### src/rtl/trigger_sequencer.sv
// Acquisition sequencer: arm, wait for a trigger, skip a programmable number of
// samples, then mark a programmable number of samples for capture.
module trigger_sequencer #(
   parameter int CNT_W  = 16,
   parameter int MISS_W = 8
) (
   input  logic              clk,
   input  logic              reset,
   input  logic              arm,
   input  logic              abort,
   input  logic              auto_rearm,
   input  logic              trig_in,
   input  logic              sample_valid,
   input  logic [CNT_W-1:0]  delay_cfg,
   input  logic [CNT_W-1:0]  len_cfg,
   output logic              capture_en,
   output logic [CNT_W-1:0]  sample_idx,
   output logic              busy,
   output logic              done,
   output logic [2:0]        state_o,
   output logic [MISS_W-1:0] missed
);

   localparam logic [2:0] IDLE    = 3'd0;
   localparam logic [2:0] ARMED   = 3'd1;
   localparam logic [2:0] DELAY   = 3'd2;
   localparam logic [2:0] CAPTURE = 3'd3;
   localparam logic [2:0] DONE    = 3'd4;

   logic [2:0]        state_q, state_d;
   logic [CNT_W-1:0]  delayCnt_q, delayCnt_d;
   logic [CNT_W-1:0]  capCnt_q, capCnt_d;
   logic [CNT_W-1:0]  delayLat_q, delayLat_d;
   logic [CNT_W-1:0]  lenLat_q, lenLat_d;
   logic [MISS_W-1:0] missed_q, missed_d;

   logic              lenZero;
   logic [CNT_W-1:0]  lastDelay;
   logic [CNT_W-1:0]  lastLen;
   logic              trigIgnored;

   // Terminal values are only consulted while the matching latch is non-zero,
   // so the subtraction never wraps in practice.
   assign lenZero     = (lenLat_q == '0);
   assign lastDelay   = delayLat_q - CNT_W'(1);
   assign lastLen     = lenLat_q - CNT_W'(1);
   assign trigIgnored = trig_in && ((state_q == DELAY) || (state_q == CAPTURE) || (state_q == DONE));

   always_comb begin
      state_d    = state_q;
      delayCnt_d = delayCnt_q;
      capCnt_d   = capCnt_q;
      delayLat_d = delayLat_q;
      lenLat_d   = lenLat_q;
      missed_d   = missed_q;

      if (abort) begin
         state_d    = IDLE;
         delayCnt_d = '0;
         capCnt_d   = '0;
      end else begin
         if (trigIgnored && !(&missed_q)) begin
            missed_d = missed_q + MISS_W'(1);
         end
         case (state_q)
            IDLE: begin
               if (arm) begin
                  delayLat_d = delay_cfg;
                  lenLat_d   = len_cfg;
                  missed_d   = '0;
                  state_d    = ARMED;
               end
            end
            ARMED: begin
               if (trig_in) begin
                  delayCnt_d = '0;
                  capCnt_d   = '0;
                  if (delayLat_q != '0) begin
                     state_d = DELAY;
                  end else if (lenZero) begin
                     state_d = DONE;
                  end else begin
                     state_d = CAPTURE;
                  end
               end
            end
            DELAY: begin
               if (sample_valid) begin
                  delayCnt_d = delayCnt_q + CNT_W'(1);
                  if (delayCnt_q == lastDelay) begin
                     state_d = lenZero ? DONE : CAPTURE;
                  end
               end
            end
            CAPTURE: begin
               // The final index is held through DONE rather than stepping past len-1.
               if (sample_valid) begin
                  if (capCnt_q == lastLen) begin
                     state_d = DONE;
                  end else begin
                     capCnt_d = capCnt_q + CNT_W'(1);
                  end
               end
            end
            DONE: begin
               delayCnt_d = '0;
               capCnt_d   = '0;
               state_d    = auto_rearm ? ARMED : IDLE;
            end
            default: begin
               state_d = IDLE;
            end
         endcase
      end
   end

   always_ff @(posedge clk or negedge reset) begin
      if (!reset) begin
         state_q    <= IDLE;
         delayCnt_q <= '0;
         capCnt_q   <= '0;
         delayLat_q <= '0;
         lenLat_q   <= '0;
         missed_q   <= '0;
      end else begin
         state_q    <= state_d;
         delayCnt_q <= delayCnt_d;
         capCnt_q   <= capCnt_d;
         delayLat_q <= delayLat_d;
         lenLat_q   <= lenLat_d;
         missed_q   <= missed_d;
      end
   end

   assign capture_en = (state_q == CAPTURE) && sample_valid;
   assign sample_idx = capCnt_q;
   assign busy       = (state_q != IDLE);
   assign done       = (state_q == DONE);
   assign state_o    = state_q;
   assign missed     = missed_q;

endmodule

### config.mk
export PLATFORM = sky130hd
export DESIGN_NAME = trigger_sequencer
export DESIGN_NICKNAME = d
export VERILOG_FILES = /design/src/rtl/trigger_sequencer.sv
export SDC_FILE = /design/constraint.sdc
export NUM_CORES = 1
export LEC_CHECK = 0
export BUFFER_PORTS_ARGS = -buffer_cell sky130_fd_sc_hd__buf_2
export CAP_MARGIN = 20
export CORE_MARGIN = 1.5
export CORE_UTILIZATION = 60
export CTS_CLUSTER_DIAMETER = 120
export DETAILED_ROUTE_END_ITERATION = 12
export GPL_TIMING_DRIVEN = 0
export PLACE_DENSITY = 0.83
export SYNTH_ARGS = -nofsm -noshare
export SYNTH_HDL_FRONTEND = slang
export SYNTH_SLANG_ARGS = --single-unit
### constraint.sdc
create_clock -name clk -period 6.1 [get_ports clk]
set_input_delay 1.525 -clock clk [delete_from_list [all_inputs] [get_ports clk]]
set_output_delay 1.525 -clock clk [all_outputs]
set_load 0.01 [all_outputs]
==> out/results.ini <==
[outcome]
run_status = finished clean

[grt]
antenna_found_initial = 0
grt_first_pass_wirelength_mm = 20.1
grt-ovfl-total = 0
first_global_vias = 4215
grt_util_met3 = 0.0402
grt_util_met1 = 0.359
grt_start_max_net_pins = 40
busiest_layer = met2
grt_util_met2 = 0.527
gr-usage-all-layers = 0.297

[setup_path]
worstSetupPathType = input pin to register
worstSetupStartpointType = input pin
crit_required_ns = 6.35
cp_cell_sequence = clkbuf_1 -> nor2_1 -> a2111oi_0 -> o2111ai_1 -> o31ai_1 -> a21boi_1 -> mux2_1
worst-path-max-fanout = 8
critical-path-slowest-cell = sky130_fd_sc_hd__a2111oi_0
category_of_cells_accounting_for_the_largest_share_of_critical_path_delay = compound AO/OA/AOI/OAI gates
crit_path_max_incr_delay_ns = 0.64
critical_path_buf_inv_count = 1
critical_path_arrival_ns = 3.98
setup.worst_path.end_class = register

[drt]
antenna_left = 0
post_drt_wl_per_cell_um = 17.3
vias = 4335
drt_iter0_markers = 274
firstDrtPassIters = 5
drt_wl_total_mm = 12.2
drc = 0
via_per_inst = 6.18

[timing]
period_minus_slack_ns = 3.73
worst_hold_slack_ns = 0.565
setup-tns-final_ns = 0
grt_setup_unrepaired = false
finClkSkew_ns = 0.0106
report.final.setup_viol = 0
post-route-period-util = 0.611
worst_pin_slew_ns = 0.979
hold_violations = 0
maxClockFrequency_mhz = 268
maxSlewViolCount = 0
slew_headroom = 0.338

[floorplan]
die_h_um = 92.7
boundaryPins = 69
total_die_area_um2 = 8600
effective_utilization_at_floorplan = 0.622
placement_rows = 32
die-width_um = 92.7
core_um2 = 7770

[pwr]
intPower_w = 0.00119
power-per-cell-area_nw_per_um2 = 370
power.share.combinational = 0.412
sequentialPowerShare = 0.399
p_sw_w = 0.000846
vdd.ir_drop.worst_mv = 0.169
static-leakage-power_nw = 2.42
power.share.clock = 0.190
sw_frac_of_total = 0.415

[clock_tree]
cts_hold_buf = 0
cts_tree = done
clock_latency_ns = 0.36
postCtsResizedCells = 0
clk_pin_slew_worst_paths_ns = 0.08
post_cts.repair.setup_buffers = 0
cts_num_sinks = 75
library_cell_used_as_clock_root_buffer = sky130_fd_sc_hd__clkbuf_8
max_clock_buf_depth = 2
cts-buffers-inserted = 9
h-tree-depth = 3

[synthesis]
synth-edff-count = 0
ys_seq_elements = 75
asyncSetResetFlopFracSynth = 1.00
sequential_element_share_of_the_synthesized_area = 0.389
synth_warnings = 0
syn_inst = 515
synthesis.area_per_instance_um2 = 9.38
yosys.cell_types.count = 68
netlist_area_um2 = 4830
number_of_nets_produced_by_synthesis = 559
synth_top_flop_cell = sky130_fd_sc_hd__dfrtp_1

[placement]
place.gp.congestion = 0.850
port_buffers = 67
hpwlAfterDp_mm = 9.07
placement.cell_area_um2 = 5320

[finish]
nets_final = 638
insertedDiodeCount = 0
layout-area-overhead-vs-synth_pct = 14.1
post_route_cells_drive_above_1_share = 0.222
design_area_um2 = 5510

[job]
max_cap_violation_count = 0

[min_path]
hold_path.class = register to register

[final timing paths]
kind,depth (start not counted),slack (ns),start,end
worst max-delay path,7,2.37,abort,state_o[0]$_DFFE_PN0P_
worst min-delay path,1,0.57,delayCnt_q[8]$_DFFE_PN0P_,delayCnt_q[8]$_DFFE_PN0P_
worst max register to register,10,2.51,lenLat_q[0]$_DFFE_PN0P_,sample_idx[6]$_DFFE_PN0P_
worst min register to register,1,0.57,delayCnt_q[8]$_DFFE_PN0P_,delayCnt_q[8]$_DFFE_PN0P_
max in group asynchronous,2,4.41,reset,delayCnt_q[3]$_DFFE_PN0P_
min in group asynchronous,1,1.11,reset,lenLat_q[8]$_DFFE_PN0P_
[cells by family (layout without fill, tap and decap cells)]
kind of cell | Yosys count | in the layout | share of synthesized area
buffers and inverters | 38 | 122 | 0.0319
multiplexers | 39 | 39 | 0.0891
adder cells (fa/ha/maj) | 5 | 5 | 0.0130
flip-flops | 75 | 75 | 0.389
AND/OR/NAND/NOR | 200 | 200 | 0.225
XOR/XNOR | 53 | 53 | 0.0961
AO/OA/AOI/OAI | 105 | 105 | 0.156
[cell usage after synthesis (4+ instances only)]
cell type | count | area share
sky130_fd_sc_hd__a31oi_1 | 8 | 0.010
sky130_fd_sc_hd__a32oi_1 | 4 | 0.0073
sky130_fd_sc_hd__mux2_2 | 29 | 0.068
sky130_fd_sc_hd__a22oi_1 | 4 | 0.0062
sky130_fd_sc_hd__dfrtp_1 | 75 | 0.39
sky130_fd_sc_hd__nand4_1 | 10 | 0.013
sky130_fd_sc_hd__and3_1 | 18 | 0.023
sky130_fd_sc_hd__or3_1 | 7 | 0.0091
sky130_fd_sc_hd__a21oi_1 | 16 | 0.017
sky130_fd_sc_hd__inv_1 | 13 | 0.010
sky130_fd_sc_hd__o21ai_0 | 27 | 0.028
sky130_fd_sc_hd__clkbuf_1 | 18 | 0.014
sky130_fd_sc_hd__ha_1 | 5 | 0.013
sky130_fd_sc_hd__mux2i_1 | 7 | 0.015
sky130_fd_sc_hd__xnor2_1 | 25 | 0.045
sky130_fd_sc_hd__a31o_2 | 4 | 0.0073
sky130_fd_sc_hd__xor2_1 | 28 | 0.051
sky130_fd_sc_hd__nor3b_1 | 6 | 0.0093
sky130_fd_sc_hd__nor4_1 | 11 | 0.014
sky130_fd_sc_hd__nor2_1 | 44 | 0.034
sky130_fd_sc_hd__nand3_1 | 12 | 0.012
sky130_fd_sc_hd__nor3_1 | 16 | 0.017
sky130_fd_sc_hd__and2_1 | 7 | 0.0091
sky130_fd_sc_hd__nand2b_1 | 5 | 0.0065
sky130_fd_sc_hd__nor2b_1 | 5 | 0.0065
sky130_fd_sc_hd__nand2_1 | 36 | 0.028
[final cells by class]
type                    instances  area (um^2)
clock buffers                  10          128
flip-flops and latches         75         1880
plain buffers                  25          105
fillers                       632         2260
repair buffers                 68          358
multi-input cells             402         2800
well taps                     102          128
clock inverters                 6         66.3
inverters                      13         48.8
[state kept, by name, indices dropped and copies added (netlist names)]
register and cells:
state_o 3, missed 8, delayLat_q 16, lenLat_q 16
sample_idx 16, delayCnt_q 16
[power by group through the flow]
| stage | clock network (W) | registers (W) | logic [W] |
|---|---|---|---|
| 2_1_floorplan | 0 | 0.000765 | 0.000645 |
| 3_3_place_gp | 0 | 0.000807 | 0.000787 |
| 3_5_place_dp | 0 | 0.000818 | 0.000825 |
| 4_1_cts | 0.000390 | 0.000810 | 0.000833 |
| 5_1_grt | 0.000411 | 0.000833 | 0.000920 |
| 6_report | 0.000387 | 0.000814 | 0.000840 |
[stage by stage]
stage / util / std cells / worst slack, ns / total power (W)
floorplan: - / 515 / 2.74 / 0.00141
global placement: 0.681 / 684 / 2.09 / 0.00159
detailed placement: 0.684 / 685 / 2.07 / 0.00164
CTS: 0.709 / 701 / 2.44 / 0.00203
global route: 0.709 / 701 / 2.27 / 0.00216
finish: 0.709 / 701 / 2.37 / 0.00204
[cell usage in the layout, fill, tap and decap left out, drive strengths merged, types with 12 or more instances in the layout]
master,count
inv,13
dfrtp,75
buf,75
nor3,18
o21ai,30
clkbuf,28
a21oi,17
mux2,32
nand3,12
nand2,37
and3,18
xnor2,25
nor2,44
xor2,28
[per-layer routing]
metal / up-vias / part of all wire
met3: 33 / 0.045
met2: 131 / 0.52
met1: 2122 / 0.41
met5: - / 0
li1: 2049 / -
met4: 0 / 0.027
Power figures use the tool's default switching activity.
